[config.mk]
export PLATFORM = sky130hd
export DESIGN_NAME = commit_store_buffer
export DESIGN_NICKNAME = d
export VERILOG_FILES = /design/src/rtl/commit_store_buffer.sv
export SDC_FILE = /design/constraint.sdc
export NUM_CORES = 1
export LEC_CHECK = 0
export CORE_MARGIN = 2
export CORE_UTILIZATION = 34
export CTS_BUF_LIST = sky130_fd_sc_hd__clkbuf_4 sky130_fd_sc_hd__clkbuf_8
export DETAILED_ROUTE_END_ITERATION = 16
export SLEW_MARGIN = 20
export SYNTH_ARGS = -nofsm -noshare
export SYNTH_HDL_FRONTEND = slang
export SYNTH_SLANG_ARGS = --single-unit
[constraint.sdc]
create_clock -name clk_i -period 5.15 [get_ports clk_i]
set_clock_uncertainty 0.05 [all_clocks]
set_input_delay 1.03 -clock clk_i [delete_from_list [all_inputs] [get_ports clk_i]]
set_output_delay 1.03 -clock clk_i [all_outputs]
set_load 0.02 [all_outputs]
[src/rtl/commit_store_buffer.sv]
// Two-stage store buffer: speculative FIFO feeding a committed FIFO that drains to the D$.
// Optional load/store page-offset hazard compare is enabled with `define STORE_BUFFER_FWD_EN.
module commit_store_buffer #(
  parameter int unsigned DEPTH_SPEC   = 4,
  parameter int unsigned DEPTH_COMMIT = 4,
  parameter int unsigned PLEN         = 56,
  parameter int unsigned XLEN         = 64
) (
  input  logic              clk_i,
  input  logic              rst_i,
  input  logic              flush_i,
  input  logic              valid_i,
  input  logic [PLEN-1:0]   paddr_i,
  input  logic [XLEN-1:0]   data_i,
  input  logic [XLEN/8-1:0] be_i,
  input  logic [1:0]        size_i,
  output logic              ready_o,
  input  logic              commit_i,
  output logic              commit_ready_o,
  output logic              no_st_pending_o,
  output logic              req_o,
  output logic [PLEN-1:0]   req_addr_o,
  output logic [XLEN-1:0]   req_data_o,
  output logic [XLEN/8-1:0] req_be_o,
  output logic [1:0]        req_size_o,
  input  logic              gnt_i,
  input  logic [11:0]       page_offset_i,
  output logic              page_offset_matches_o
);

  localparam int unsigned SPW = $clog2(DEPTH_SPEC);
  localparam int unsigned CMW = $clog2(DEPTH_COMMIT);
  localparam logic [SPW:0] SPEC_FULL   = (SPW+1)'(DEPTH_SPEC);
  localparam logic [CMW:0] COMMIT_FULL = (CMW+1)'(DEPTH_COMMIT);

  typedef struct packed {
    logic [PLEN-1:0]   addr;
    logic [XLEN-1:0]   data;
    logic [XLEN/8-1:0] be;
    logic [1:0]        size;
  } entry_t;

  entry_t         spec_mem   [DEPTH_SPEC];
  entry_t         commit_mem [DEPTH_COMMIT];
  logic [SPW-1:0] spec_rd, spec_wr;
  logic [SPW:0]   spec_cnt;
  logic [CMW-1:0] commit_rd, commit_wr;
  logic [CMW:0]   commit_cnt;
  logic           push, commit_go, drain;

  assign ready_o         = spec_cnt < SPEC_FULL;
  assign commit_ready_o  = commit_cnt < COMMIT_FULL;
  assign no_st_pending_o = (spec_cnt == '0) && (commit_cnt == '0);

  // A flush cycle drops any new store but still lets the head commit.
  assign push      = valid_i && ready_o && !flush_i;
  assign commit_go = commit_i && (spec_cnt != '0) && commit_ready_o;
  assign drain     = req_o && gnt_i;

  always_ff @(posedge clk_i or posedge rst_i) begin
    if (rst_i) begin
      spec_rd  <= '0;
      spec_wr  <= '0;
      spec_cnt <= '0;
    end else if (flush_i) begin
      spec_rd  <= '0;
      spec_wr  <= '0;
      spec_cnt <= '0;
    end else begin
      if (push)      spec_wr <= spec_wr + 1'b1;
      if (commit_go) spec_rd <= spec_rd + 1'b1;
      case ({push, commit_go})
        2'b10:   spec_cnt <= spec_cnt + 1'b1;
        2'b01:   spec_cnt <= spec_cnt - 1'b1;
        default: spec_cnt <= spec_cnt;
      endcase
    end
  end

  always_ff @(posedge clk_i or posedge rst_i) begin
    if (rst_i) begin
      commit_rd  <= '0;
      commit_wr  <= '0;
      commit_cnt <= '0;
    end else begin
      if (commit_go) commit_wr <= commit_wr + 1'b1;
      if (drain)     commit_rd <= commit_rd + 1'b1;
      case ({commit_go, drain})
        2'b10:   commit_cnt <= commit_cnt + 1'b1;
        2'b01:   commit_cnt <= commit_cnt - 1'b1;
        default: commit_cnt <= commit_cnt;
      endcase
    end
  end

  // Entry payloads are qualified by the counts, so they carry no reset.
  always_ff @(posedge clk_i) begin
    if (push)
      spec_mem[spec_wr] <= '{addr: paddr_i, data: data_i, be: be_i, size: size_i};
    if (commit_go)
      commit_mem[commit_wr] <= spec_mem[spec_rd];
  end

  assign req_o      = commit_cnt != '0;
  assign req_addr_o = commit_mem[commit_rd].addr;
  assign req_data_o = commit_mem[commit_rd].data;
  assign req_be_o   = commit_mem[commit_rd].be;
  assign req_size_o = commit_mem[commit_rd].size;

`ifdef STORE_BUFFER_FWD_EN
  logic fwd_hit;
  logic unused_page_lo;

  assign unused_page_lo = ^page_offset_i[2:0];

  always_comb begin
    fwd_hit = 1'b0;
    for (int unsigned k = 0; k < DEPTH_SPEC; k++) begin
      if (((SPW+1)'(k) < spec_cnt) &&
          (spec_mem[spec_rd + SPW'(k)].addr[11:3] == page_offset_i[11:3]))
        fwd_hit = 1'b1;
    end
    for (int unsigned k = 0; k < DEPTH_COMMIT; k++) begin
      if (((CMW+1)'(k) < commit_cnt) &&
          (commit_mem[commit_rd + CMW'(k)].addr[11:3] == page_offset_i[11:3]))
        fwd_hit = 1'b1;
    end
  end

  assign page_offset_matches_o = fwd_hit;
`else
  logic unused_page;

  assign unused_page           = ^page_offset_i;
  assign page_offset_matches_o = 1'b0;
`endif

`ifndef SYNTHESIS
  always @(posedge clk_i) begin
    if (!rst_i)
      assert (!(valid_i && !ready_o))
        else $warning("commit_store_buffer: store dropped, speculative queue full");
  end
`endif

endmodule
==> Word level (Yosys, flattened, before mapping) <==
Memory sizes are Yosys's and may differ from the RTL's.
Index checks and enable logic that the tools add are counted.
{ "totals": {"ff_bits": 14, "ram_bits": 1040, "input_bits": 148, "output_inout_bits": 135, "memories": 2} }
{ "classes": {"n_addsub": 8, "magnitude_cmp": 2, "eq_ne": 4, "muxes": 11, "n_reduce_logical": 15} }
{ "mem_list": {"columns": ["memory", "depth", "word_bits", "read_ports", "rd_ports_with_merged_regs", "wr", "line_no", "rtl"], "rows": [
  ["commit_mem", 4, 130, 1, 0, 1, "44", "entry_t commit_mem [DEPTH_COMMIT];"],
  ["spec_mem", 4, 130, 1, 0, 1, "43", "entry_t spec_mem [DEPTH_SPEC];"]
]} }
{ "ops": {"columns": ["operator", "n"], "rows": [
  ["3-bit case mux with 2 select lines", 2],
  ["3-bit nonzero test", 3],
  ["2-bit by 1-bit adder with 2-bit output, second input constant", 4],
  ["2-bit 2-to-1 mux", 4],
  ["3-bit by 1-bit adder with 3-bit output, second input constant", 2],
  ["1-bit logical AND", 6],
  ["3-bit logical NOT", 2],
  ["3-bit < comparator, second input constant", 2],
  ["2-bit nonzero test", 3],
  ["3-bit by 1-bit subtractor with 3-bit output, second input constant", 2],
  ["2-bit by 1-bit == test with 1-bit output, second input constant", 2],
  ["2-bit == test, second input constant", 2],
  ["1-bit 2-to-1 mux", 4],
  ["3-bit 2-to-1 mux", 1],
  ["1-bit logical NOT", 1]
]} }

==> Longest topological paths before layout <==
Gate-level depths: netlist (run 1).
{ "logic_depth": {"word_depth": 6, "depth_mapped": 11, "ltp_nobuf": 9} }

==> Least setup slack after synthesis (run 1) <==
OpenSTA, ideal clock, no wires.
{ "synth_timing": {"path_type": "input -> register", "startpoint": "input valid_i", "endpoint": "memory spec_mem[0][0] (netlist name), enable pin", "arrival_ps": 4469, "path_slack_ps": 126, "stages": 3, "n_path_buf": 0, "path_cell_list": "and2b_1 -> nor2b_1 -> and2_1"} }
{ "synth_between": {"elab_chain_cells": 4} }
{ "synth_rtl": {"columns": ["element", "line_no", "rtl"], "rows": [
  ["from (decl)", "12", "input logic valid_i,"],
  ["1-bit logical AND (2 in series)", "56", "assign push = valid_i && ready_o && !flush_i;"],
  ["1-bit 2-to-1 mux", "98", "if (push)"],
  ["1-bit 2-to-1 mux (implied by the code)", "99", "spec_mem[spec_wr] <= '{addr: paddr_i, data: data_i, be: be_i, size: size_i};"],
  ["to (decl)", "43", null]
]} }
No other way between the ends.

==> Worst setup path in the final report (run 1) <==
{ "layout_timing": {"startpoint": "register commit_rd[1]", "endpoint": "output req_data_o[49]"} }
{ "layout_between": {"elab_chain_cells": 1} }
{ "layout_rtl": {"columns": ["element", "line_no", "rtl"], "rows": [
  ["from (decl)", "47", "logic [CMW-1:0] commit_rd, commit_wr;"],
  ["from (signal assigned)", "87", "if (drain) commit_rd <= commit_rd + 1'b1;"],
  ["memory read 4 x 130 bit", null, null],
  ["to (decl)", "23", "output logic [XLEN-1:0] req_data_o,"]
]} }
No other way between the ends.

==> results of run 1 <==
-- kinds of logic (layout without fill, tap and decap cells) --
family	Yosys count	count (layout)	share of synthesized area
AO/OA/AOI/OAI	7	7	0.001568
XOR/XNOR	9	9	0.002059
adder cells (fa/ha/maj)	11	11	0.003986
buffers and inverters	75	622	0.008822
flip-flops	1054	1054	0.8247
multiplexers	263	263	0.1538
other	1	5	0.00009793
AND/OR/NAND/NOR	33	33	0.004966
-- cells in the mapped netlist (2+ instances only) --
| library cell | number |
|---|---|
| and2_1 | 5 |
| and2b_1 | 2 |
| and3_2 | 4 |
| buf_1 | 8 |
| buf_2 | 30 |
| buf_6 | 2 |
| clkbuf_1 | 23 |
| dfrtp_1 | 14 |
| edfxtp_1 | 1040 |
| fa_1 | 2 |
| ha_1 | 9 |
| inv_1 | 10 |
| mux2i_1 | 2 |
| mux4_2 | 260 |
| nand2_1 | 3 |
| nand2b_1 | 2 |
| nor2_1 | 9 |
| o21ai_0 | 3 |
| or3_1 | 2 |
| xnor2_1 | 6 |
| xor2_1 | 3 |
-- per-layer routing --
layer | track usage | up-vias | part of all wire
met4 | 0.04757 | 12 | 0.022
met2 | 0.2484 | 409 | 0.54
met1 | 0.1557 | 8713 | 0.38
met3 | 0.04099 | 138 | 0.062
li1 | - | 7136 | -
met5 | 0 | - | 0.0011
-- final cells by class --
| class | instances | area (um2) | area share |
|---|---|---|---|
| flip-flops and latches | 1054 | 31600 | 0.6809 |
| inverters | 11 | 41.29 | 0.0008898 |
| repair buffers | 300 | 3126 | 0.06736 |
| well taps | 1500 | 1877 | 0.04045 |
| diodes | 4 | 10.01 | 0.0002157 |
| clock buffers | 238 | 2869 | 0.06183 |
| clock inverters | 73 | 481.7 | 0.01038 |
| multi-input cells | 324 | 6401 | 0.1380 |
-- flip-flops by register name, summed over array words and instances, names as in the netlist --
| name | cells |
|---|---|
| commit_cnt | 3 |
| commit_mem | 520 |
| commit_rd | 2 |
| commit_wr | 2 |
| spec_cnt | 3 |
| spec_mem | 520 |
| spec_rd | 2 |
| spec_wr | 2 |
-- worst max-delay path by stage --
stage,start,endpoint,slack (ns),cells past startpoint
final,commit_rd[1],req_data_o[49],0.93,3
after global routing,commit_rd[0],req_addr_o[22],0.70,3
after CTS,commit_rd[0],req_addr_o[24],0.73,3
after detailed placement,valid_i,spec_mem[0][49],1.25,5
after global placement,valid_i,spec_mem[0][49],1.27,5
after floorplan,valid_i,spec_mem[0][0],0.13,3
-- power groups by stage --
stage,sequential [uW],clock (uW),combinational (uW)
after detailed placement,10800,0,5660
after global placement,10700,0,5590
final,10600,7010,5500
after global routing,10700,7640,5880
after CTS,10600,7280,5680
after floorplan,10600,0,3460
-- metrics by stage --
step,worst slack (ns),hold slack (ns),cell area [um2],util,instances
floorplan,0.1264,0.4112,38290,-,1453
global placement,1.274,0.4321,43040,0.3842,3189
detailed placement,1.245,0.4349,43040,0.3842,3189
CTS,0.7291,0.4186,46390,0.4141,3500
global route,0.7021,0.4564,46400,0.4141,3503
finish,0.9292,0.4482,46400,0.4142,3504
==> flow_summary.toml, run 1 <==
[outcome]
status = "finished clean"

[clock_network]
htreeDepth = 4
cts-root-buf = "clkbuf_8"
cts.sinks = 1054
post_cts_resized = 0
cts_setup_buffers = 0
cts_hold_buf = 0
clk_pin_slew_ns = 0.06
numCtsBuffers = 172
cts_max_path_buffers = 3
tritoncts = "built"
insertion_delay_ns = 0.83

[power]
intPower_uw = 16700
peakVddDrop_mv = 0.3908
power_frac_seq = 0.459
power_density_mw_per_mm2 = 498.1
combPwrFrac = 0.238
clkPwrFrac = 0.303
p_switching_uw = 6413
p_sw_frac = 0.2775
p_leak_uw = 0.01439
p_total_uw = 23110

[synth]
syn_area_per_cell_um2 = 26.36
synth_area_mm2 = 0.03829
ys_seq_area_frac = 0.8247
synth_ff_type = "edfxtp_1"
synthArstFlopShare = 0.01328
ys_top_cells_by_area = "edfxtp_1, mux4_2, dfrtp_1"
yosysUniqueCellTypes = 35
synth_edf_count = 1040
netlist_instances = 1453
synth_top_area_share = 0.8155
ys_ff_latch = 1054
synth_top_cell_by_area = "edfxtp_1"
ys_warn_count = 0
syn-num-nets = 1612

[hold_path]
min_from = "commit_cnt[0]"
hold_path_depth = 1
min_path_type = "flop to flop"
worstHoldEndpoint = "commit_cnt[0]"

[setup_path]
reg2reg_slack_ns = 2.46
r2r_cells = 4
cp_max_fo = 30
crit_buf_inv = 2
worstSetupStartpointType = "flop"
crit_type = "flop to primary output"
path_cells = "buf_4, mux4_2, clkdlybuf4s50_1"
regToRegStartpoint = "spec_cnt[2]"
cp_data_required_time_ns = 4.07
end_kind = "primary output"
cp_slowest_cell = "dfrtp_4"
slowest_delay_ns = 0.82
worstPathArrival_ns = 3.14
crit_family = "buffers and inverters"
r2r-end = "spec_mem[3][116]"

[place]
io_buffers = 269
hpwl_um = 43030
gp_congestion = 0.7130

[timing]
fin_tns_setup_ns = 0
tightest_slew_ns = 0.9573
period_needed_ns = 4.221
maxSlewViolCount = 0
period_share = 0.8196
finalHoldViolations = 0
relSlewSlack = 0.3618
rsz0062_at_grt = "false"
fmax_mhz = 236.9
setup_viol = 0

[global_route]
grt_pass1_wl_um = 116600
grt_overflow = 0
grt_pass1_vias = 18440
grt_usage = 0.1381
antenna_found_initial = 11
grt_max_degree = 82

[layout]
final_common_cell = "edfxtp_1"
fill_cells = 9776
layout_common_cells = "edfxtp_1, clkdlybuf4s50_1, mux4_2"
layout.nets = 2022
area_growth_pct = 21.17
layout-drive-gt1-share = 0.2885

[floorplanning]
die_w_um = 339.6
start_util = 0.3418
dieArea_mm2 = 0.1153
rows = 123
core_area_mm2 = 0.1120
io_pins = 283
die_h_um = 339.6

[detailed_routing]
routed_wl_um = 78690
drtAntennaViolNets = 0
dr.pass1.iters = 5
num_vias = 16410
vias_per_cell = 4.683
wl_per_cell_um = 22.46
drtIter0Drc = 816
drt_drc_violations_left = 0

[job]
cap_violations = 0
No activity file was read; power rests on OpenSTA's default activity.
==> inputs of run 2 (changes only) <==
- clock period: 5.15 -> 4 ns (I/O delays scaled with it)
==> flow_summary.toml, run 2 (synthesized netlist as in run 1, its figures left out) <==
[layout]
final_common_cell = "edfxtp_1"
area_growth_pct = 21.74
layout.nets = 2037
reg_top3 = "commit_mem x520, spec_mem x520"
layout_common_cells = "edfxtp_1, clkdlybuf4s50_1, mux4_2"
layout-drive-gt1-share = 0.2937

[detailed_routing]
vias_per_cell = 4.704
routed_wl_um = 78950
drt_drc_violations_left = 0
wl_per_cell_um = 22.50
drtAntennaViolNets = 0
drtIter0Drc = 1003
num_vias = 16500
dr.pass1.iters = 4

[clock_network]
clk_pin_slew_ns = 0.06
cts_max_path_buffers = 3
cts.sinks = 1054
numCtsBuffers = 168
cts_setup_buffers = 0
htreeDepth = 4
cts-root-buf = "clkbuf_8"
tritoncts = "built"
insertion_delay_ns = 0.81

[timing]
fin_tns_setup_ns = 0
setup_viol = 0
maxSlewViolCount = 0
relSlewSlack = 0.3368
fmax_mhz = 262.3
period_share = 0.9531
tightest_slew_ns = 0.9948
period_needed_ns = 3.812
worst_hold_slack_ns = 0.3129
finalHoldViolations = 0
rsz0062_at_grt = "false"

[power]
clkPwrFrac = 0.297
power_density_mw_per_mm2 = 636.7
p_sw_frac = 0.2742
power_frac_seq = 0.458
p_switching_uw = 8139
peakVddDrop_mv = 0.3607
p_leak_uw = 0.01452
intPower_uw = 21540
combPwrFrac = 0.245

[setup_path]
worstPathArrival_ns = 2.96
cp_data_required_time_ns = 3.15
cp_max_fo = 46
worstSetupStartpointType = "flop"
end_kind = "primary output"
crit_type = "flop to primary output"

[place]
io_buffers = 269
hpwl_um = 45010
gp_congestion = 0.7019

[floorplanning]
rows = 123
io_pins = 283
dieArea_mm2 = 0.1153
die_w_um = 339.6
die_h_um = 339.6
start_util = 0.3418
core_area_mm2 = 0.1120

[global_route]
antenna_found_initial = 12
grt_usage = 0.1384
grt_overflow = 0
grt_pass1_wl_um = 116900
grt_pass1_vias = 18450
grt_max_degree = 132

[hold_path]
min_path_type = "primary input to async pin"

[job]
cap_violations = 0

[outcome]
status = "finished clean"
## run 2: cell types whose count changed in the layout (fill, tap and decap cells not counted), sizes merged
cell	change
buf	+19
dlygate4sd2	+1
clkdlybuf4s50	-5
clkinvlp	-1
inv	-5
diode	+2
dlymetal6s2s	+4
clkinv	-11
## run 2: stage by stage
| stage | setup slack, ns | cells | area, um2 | total power, uW | utilization |
|---|---|---|---|---|---|
| 3_5_place_dp | 0.5779 | 3208 | 43350 | 21330 | 0.3869 |
| 5_1_grt | 0.009328 | 3506 | 46620 | 31020 | 0.4161 |
| 6_report | 0.1875 | 3508 | 46620 | 29680 | 0.4161 |
| 3_3_place_gp | 0.5484 | 3208 | 43350 | 21200 | 0.3869 |
| 2_1_floorplan | 0.6551 | 1453 | 38300 | 18120 | - |
| 4_1_cts | 0.006641 | 3502 | 46590 | 30270 | 0.4158 |
## run 2: layout make-up
| cell class | count | area (um2) |
|---|---|---|
| fillers | 9713 | 65420 |
| flip-flops and latches | 1054 | 31600 |
| multi-input cells | 324 | 6401 |
| repair buffers | 319 | 3451 |
| clock buffers | 238 | 2850 |
| well taps | 1500 | 1877 |
| clock inverters | 56 | 390.4 |
| inverters | 11 | 41.29 |
| diodes | 6 | 15.01 |
## run 2: worst paths after layout
kind                                    start             end  slack [ns]  depth (start not counted)
min in group clk_i              commit_cnt[0]   commit_cnt[0]        0.45                          1
max in group asynchronous               rst_i    commit_rd[1]        3.17                          2
worst max register to register    spec_cnt[0]     spec_cnt[2]        1.40                          7
worst max-delay path             commit_rd[0]  req_data_o[27]        0.19                          3
worst min-delay path                    rst_i     spec_cnt[2]        0.31                          2
worst min register to register  commit_cnt[0]   commit_cnt[0]        0.45                          1
## run 2: critical path, stage by stage, from the launching register on
cell and delay (ns):
dfrtp_4 0.52, buf_12 0.36, mux4_2 0.57, clkdlybuf4s50_1 0.61
## run 2: repair_timing
action                                 4_1_cts  5_1_grt
setup endpoints to repair                    9        4
endpoints found under the hold margin        0        0
hold buffers                                 0        0
resized for setup                            2        5
## run 2: per-layer routing
metal,routed length [um],track usage
met1,30160,0.1579
met2,41540,0.2438
met5,95,0
met3,4917,0.04032
met4,2225,0.05549
## run 2: power by group through the flow
stage / Sequential [uW] / Combinational (uW) / Clock (uW)
after global routing: 13700 / 7770 / 9580
after floorplan: 13700 / 4460 / 0
after CTS: 13600 / 7510 / 9130
after detailed placement: 13800 / 7490 / 0
after global placement: 13800 / 7410 / 0
final: 13600 / 7280 / 8800
